## config.mk

```make
export PLATFORM = sky130hd
export DESIGN_NAME = aes_word_loader_flat
export DESIGN_NICKNAME = d
export VERILOG_FILES = /design/src/rtl/aes_word_loader_if.sv /design/src/rtl/aes_word_loader.sv /design/src/flat_wrapper.sv
export SDC_FILE = /design/constraint.sdc
export NUM_CORES = 1
export LEC_CHECK = 0
export ABC_AREA = 1
export ABC_CLOCK_PERIOD_IN_PS = 1700
export BUFFER_PORTS_ARGS = -buffer_cell sky130_fd_sc_hd__buf_2
export CORE_ASPECT_RATIO = 0.9
export CORE_MARGIN = 2
export CORE_UTILIZATION = 43
export DETAILED_ROUTE_END_ITERATION = 16
export MAX_ROUTING_LAYER = met4
export PLACE_DENSITY = 0.79
export SLEW_MARGIN = 10
export SYNTH_ARGS = -nofsm -noshare
export SYNTH_HDL_FRONTEND = slang
export SYNTH_SLANG_ARGS = --single-unit
```

## constraint.sdc

```tcl
create_clock -name Clk -period 1.7 [get_ports Clk]
set_input_delay 0 -clock Clk [delete_from_list [all_inputs] [get_ports Clk]]
set_output_delay 0 -clock Clk [all_outputs]
set_load 0.1 [all_outputs]
```

## src/rtl/aes_word_loader_if.sv

```systemverilog
// Word-stream and core-facing signals of the AES word loader.
// The slave modport is the loader; the master modport is its environment.
interface aes_word_loader_if;
  logic [31:0]  InWord;
  logic         InValid;
  logic         InReady;
  logic [127:0] InputMessage;
  logic [127:0] CipherKey;
  logic [127:0] CodedMessage;
  logic [31:0]  OutWord;
  logic         OutValid;
  logic         OutReady;
  logic         Busy;

  modport slave (
    input  InWord, InValid, CodedMessage, OutReady,
    output InReady, InputMessage, CipherKey, OutWord, OutValid, Busy
  );

  modport master (
    output InWord, InValid, CodedMessage, OutReady,
    input  InReady, InputMessage, CipherKey, OutWord, OutValid, Busy
  );
endinterface

```

## src/rtl/aes_word_loader.sv

```systemverilog
// Loads message and key as eight words for a combinational AES-128 core.
// It then waits a fixed settle time and streams the ciphertext out as four words.
module aes_word_loader #(
  parameter int unsigned SETTLE_CYCLES = 2
) (
  input logic Clk,
  input logic Reset,
  aes_word_loader_if.slave bus
);

  typedef enum logic [1:0] {
    LOAD   = 2'd0,
    SETTLE = 2'd1,
    SEND   = 2'd2
  } state_t;

  localparam logic [7:0] SettleLast = 8'(SETTLE_CYCLES - 1);

  state_t        state;
  state_t        stateNext;
  logic [2:0]    wcnt;
  logic [1:0]    ocnt;
  logic [7:0]    scnt;
  logic [255:0]  blockReg;
  logic [127:0]  result;
  logic [31:0]   outMux;

  // Next-state decode; only registered state and the two valid/ready inputs matter.
  always_comb begin
    stateNext = state;
    unique case (state)
      LOAD:    if (bus.InValid && (wcnt == 3'd7)) stateNext = SETTLE;
      SETTLE:  if (scnt == SettleLast) stateNext = SEND;
      SEND:    if (bus.OutReady && (ocnt == 2'd3)) stateNext = LOAD;
      default: stateNext = LOAD;
    endcase
  end

  // ocnt parks on the last word after a block so OutWord keeps its final value.
  always_ff @(posedge Clk) begin
    if (Reset) begin
      state    <= LOAD;
      wcnt     <= 3'd0;
      ocnt     <= 2'd0;
      scnt     <= 8'd0;
      blockReg <= '0;
      result   <= '0;
    end else begin
      state <= stateNext;
      unique case (state)
        LOAD: begin
          if (bus.InValid) begin
            blockReg <= {blockReg[223:0], bus.InWord};
            wcnt     <= wcnt + 3'd1;
            if (wcnt == 3'd7) scnt <= 8'd0;
          end
        end
        SETTLE: begin
          scnt <= scnt + 8'd1;
          if (scnt == SettleLast) begin
            result <= bus.CodedMessage;
            ocnt   <= 2'd0;
          end
        end
        SEND: begin
          if (bus.OutReady && (ocnt != 2'd3)) ocnt <= ocnt + 2'd1;
        end
        default: ;
      endcase
    end
  end

  always_comb begin
    outMux = result[127:96];
    unique case (ocnt)
      2'd0: outMux = result[127:96];
      2'd1: outMux = result[95:64];
      2'd2: outMux = result[63:32];
      2'd3: outMux = result[31:0];
      default: outMux = result[127:96];
    endcase
  end

  assign bus.InReady      = (state == LOAD);
  assign bus.OutValid     = (state == SEND);
  assign bus.Busy         = (state != LOAD) || (wcnt != 3'd0);
  assign bus.InputMessage = blockReg[255:128];
  assign bus.CipherKey    = blockReg[127:0];
  assign bus.OutWord      = outMux;

endmodule
```

## src/flat_wrapper.sv

```systemverilog
// flat-port wrapper written by rule: the top's interface ports become plain ports
module aes_word_loader_flat 
#(
  parameter int unsigned SETTLE_CYCLES = 2
)
  (Clk, Reset, bus_InWord, bus_InValid, bus_CodedMessage, bus_OutReady, bus_InReady, bus_InputMessage, bus_CipherKey, bus_OutWord, bus_OutValid, bus_Busy);
  aes_word_loader_if bus_i ();
  input logic Clk;
  input logic Reset;
  input wire logic [$bits(bus_i.InWord)-1:0] bus_InWord;
  input wire logic [$bits(bus_i.InValid)-1:0] bus_InValid;
  input wire logic [$bits(bus_i.CodedMessage)-1:0] bus_CodedMessage;
  input wire logic [$bits(bus_i.OutReady)-1:0] bus_OutReady;
  output wire logic [$bits(bus_i.InReady)-1:0] bus_InReady;
  output wire logic [$bits(bus_i.InputMessage)-1:0] bus_InputMessage;
  output wire logic [$bits(bus_i.CipherKey)-1:0] bus_CipherKey;
  output wire logic [$bits(bus_i.OutWord)-1:0] bus_OutWord;
  output wire logic [$bits(bus_i.OutValid)-1:0] bus_OutValid;
  output wire logic [$bits(bus_i.Busy)-1:0] bus_Busy;
  assign bus_i.InWord = bus_InWord;
  assign bus_i.InValid = bus_InValid;
  assign bus_i.CodedMessage = bus_CodedMessage;
  assign bus_i.OutReady = bus_OutReady;
  assign bus_InReady = bus_i.InReady;
  assign bus_InputMessage = bus_i.InputMessage;
  assign bus_CipherKey = bus_i.CipherKey;
  assign bus_OutWord = bus_i.OutWord;
  assign bus_OutValid = bus_i.OutValid;
  assign bus_Busy = bus_i.Busy;
  aes_word_loader #(.SETTLE_CYCLES(SETTLE_CYCLES)) u_core (.Clk(Clk), .Reset(Reset), .bus(bus_i));
endmodule
```

==> results.md <==
* Critical Path Source Type: flop
* YS warnings at 0
* Crit path kind: reg -> out
* Status: finished with violations
* Clock Tree Buf Depth at 3
* DP HPWL at 34,700 um
* Die X at 203 um
* Worst IR Drop VDD at around 0.00083 V
* Leakage Power at 9.71 nW
* Pin count of the biggest net entering global routing at 134
* CP Max Fanout at 6
* Post-synth top area share at 52.1%
* Flops & latches, synth at 399
* Slowest stage delay, CP at 0.42 ns
* Skew-Pair Late Insertion Delay at 0.56 ns
* Failing checks: negative setup slack
* Synthesized net count at 2,174
* FMAX at 0.443 GHz
* Min Tclk post-route at 2.26 ns
* Area leader, netlist: dfxtp_1
* ANT nets after route at 0
* Crit path capture type: primary output
* Root Driver: clkbuf_16
* Post-layout power at 29.1 mW
* EDFF count, synth at 0
* Worst-case clock skew at 0.0377 ns
* Most common cell after layout, fill and taps aside: nor2_1
* Height of the die at roughly 180 um
* CTS Buf Count at 41
* Layer with the highest usage: met2
* CTS clk-pin slew, worst paths at ~0.060 ns
* Syn Std Cell Area at 0.0153 mm^2
* Total GRT Usage at 31.2%
* Initial DRC Count at 2,171
* Setup WS post-layout at -0.557 ns
* Layout Nets at 2,750
* I/O pin count at 455
* Share of cells above drive strength 1 at 27.4%
* GRT met3 Usage at under 10%
* Max-Cap Viols at 0
* Final core occ at 66.1%
* CP Cell Sequence: buf_6 -> ha_4 -> buf_12 -> buf_16 -> nand2_2 -> a32oi_4 -> buf_12
* Post-Syn Area per Cell at 7.68 um^2
* Most frequent cells in the layout: nor2_1 (529), buf_2 (418), dfxtp_1 (395)
* Area overhead of the layout relative to synthesis at 51.4%
* Synth cell types at 27
* Cell count after synthesis at 1,998
* Core outline area at 0.0351 mm^2
* Vias in the first global route at 16,330
* Total clock sinks at 399
* PortBufs at between 400 and 500
* Met1 Use GR at approximately 37%
* Final hold violations at 0
* First-pass GRT wire length at 89,400 um
* Placed insts at 2,807
* Fill cell count at about 2,600
* Sequential share of the synthesized area at 52.1%
* Setup TNS at -13.15 ns
* Initial Util at 43.7%
* RSZ-0062 raised after global routing: yes
* Pwr dens at about 1300 mW/mm^2
* Drt pass-1 iters at 8
* Worst min-delay path class: in -> reg
* DRC viols at 0
* Most used DFF post-synth: dfxtp_1
* CTS tree: yes
* Most frequent CP cell: buf_12
* Least-Margin Pin Slew at 0.633 ns
* Required @ worst endpoint at 1.70 ns
* Final Slew Violations at 0
* Async SR Flop Fraction at 0%
* Slowest cell on the critical path: a32oi_4
* Place WS at -0.00143 ns
* Vias per cell at about 5.7
* Initial antenna violation count at 4
* WP data arrival at 2.26 ns
* DR WL/cell at 20.3 um
* Slew Limit Headroom at 57.8%
* Routability Congestion at between 0.9 and 1
* Non-Filler Instances at 3,082
* Grt met2 use at 48.2%
* Post-route clock period utilization at 133%
* # setup viols final at 69
* Detailed Route WL at 62,700 um
* Grt ovf at 0
* DIE AREA at 0.0372 mm^2
* # rows at between 60 and 70
* Via count at around 18,000
* H-tree level count at 2
* Synth top area cells: dfxtp_1 (52%), nor2_1 (13%), o21ai_0 (13%)
## critical path, delay by kind of cell (launching register included)
family          cells  cell delay [ns]
compound gates      1             0.42
fa+ha+maj           1             0.17
buf+inv             4             0.59
flops               1             0.38
simple gates        1             0.12
## repair_timing
action / 4_1_cts / 5_1_grt
gates cloned: 4 / 9
pin swaps: 8 / 12
setup buffers: 11 / 7
hold buffers: 162 / 0
gates resized for setup: 62 / 133
endpoints found under the setup margin: 36 / 167
endpoints found under the hold margin: 172 / 0
## final cells by class
cell class / count / area (um^2) / area share (%)
Tap cell: 469 / 587 / 2.53
Inverter: 53 / 224 / 0.964
Timing Repair Buffer: 706 / 5740 / 24.7
Antenna cell: 7 / 17.5 / 0.0754
Clock inverter: 14 / 209 / 0.900
Sequential cell: 399 / 8000 / 34.4
Clock buffer: 61 / 1220 / 5.27
Multi-Input combinational cell: 1373 / 7220 / 31.1
## report_power, final
part	internal, mW	switching (mW)	total (mW)
combinational	2.20	6.94	9.14
clock	5.76	3.87	9.63
sequential	9.88	0.440	10.3
## routing by layer
layer / vias to the layer above / routed length [um]
met5: - / 0
met4: 0 / 4650
met3: 432 / 6300
met2: 1279 / 28400
met1: 8114 / 23400
li1: 7830 / -
## logic make-up after synthesis
kind of cell               after synthesis  synth area share [%]
DFF                                    399                  52.1
AOI/OAI and AO/OA                      592                  20.2
adders and majority gates               12                 0.979
and+or+nand+nor                        769                  20.1
buffers and inverters                  226                  6.73
## stage by stage
stage	area (um^2)	hold WS, ns
floorplan	16000	0.164
global placement	19300	0.247
detailed placement	19300	0.257
CTS	22700	0.0283
global route	23200	0.0454
finish	23200	0.0358
## final timing paths
check	end	depth (start not counted)	slack, ns	from
worst min register to register	u_core.result[108]	2	0.48	u_core.result[108]
worst max register to register	u_core.result[79]	8	-0.16	u_core.scnt[0]
worst min-delay path	u_core.wcnt[2]	5	0.04	bus_InValid
worst max-delay path	bus_OutWord[21]	7	-0.56	u_core.ocnt[0]
## state kept, by name, indices dropped and copies added, names as in the netlist
name and cells:
u_core.blockReg 256, u_core.ocnt 2, u_core.result 128, u_core.scnt 8, u_core.state 2, u_core.wcnt 3
## synth_stat cells (all sizes together), types with 3 or more instances
cell type    n
nor2       532
dfxtp      399
o21ai      389
a21oi      169
nand3      133
clkbuf     102
nand2       97
buf         71
inv         50
a32oi       32
ha          12
nor3         4
clkinv       3
(Power assumes the default switching activity.)
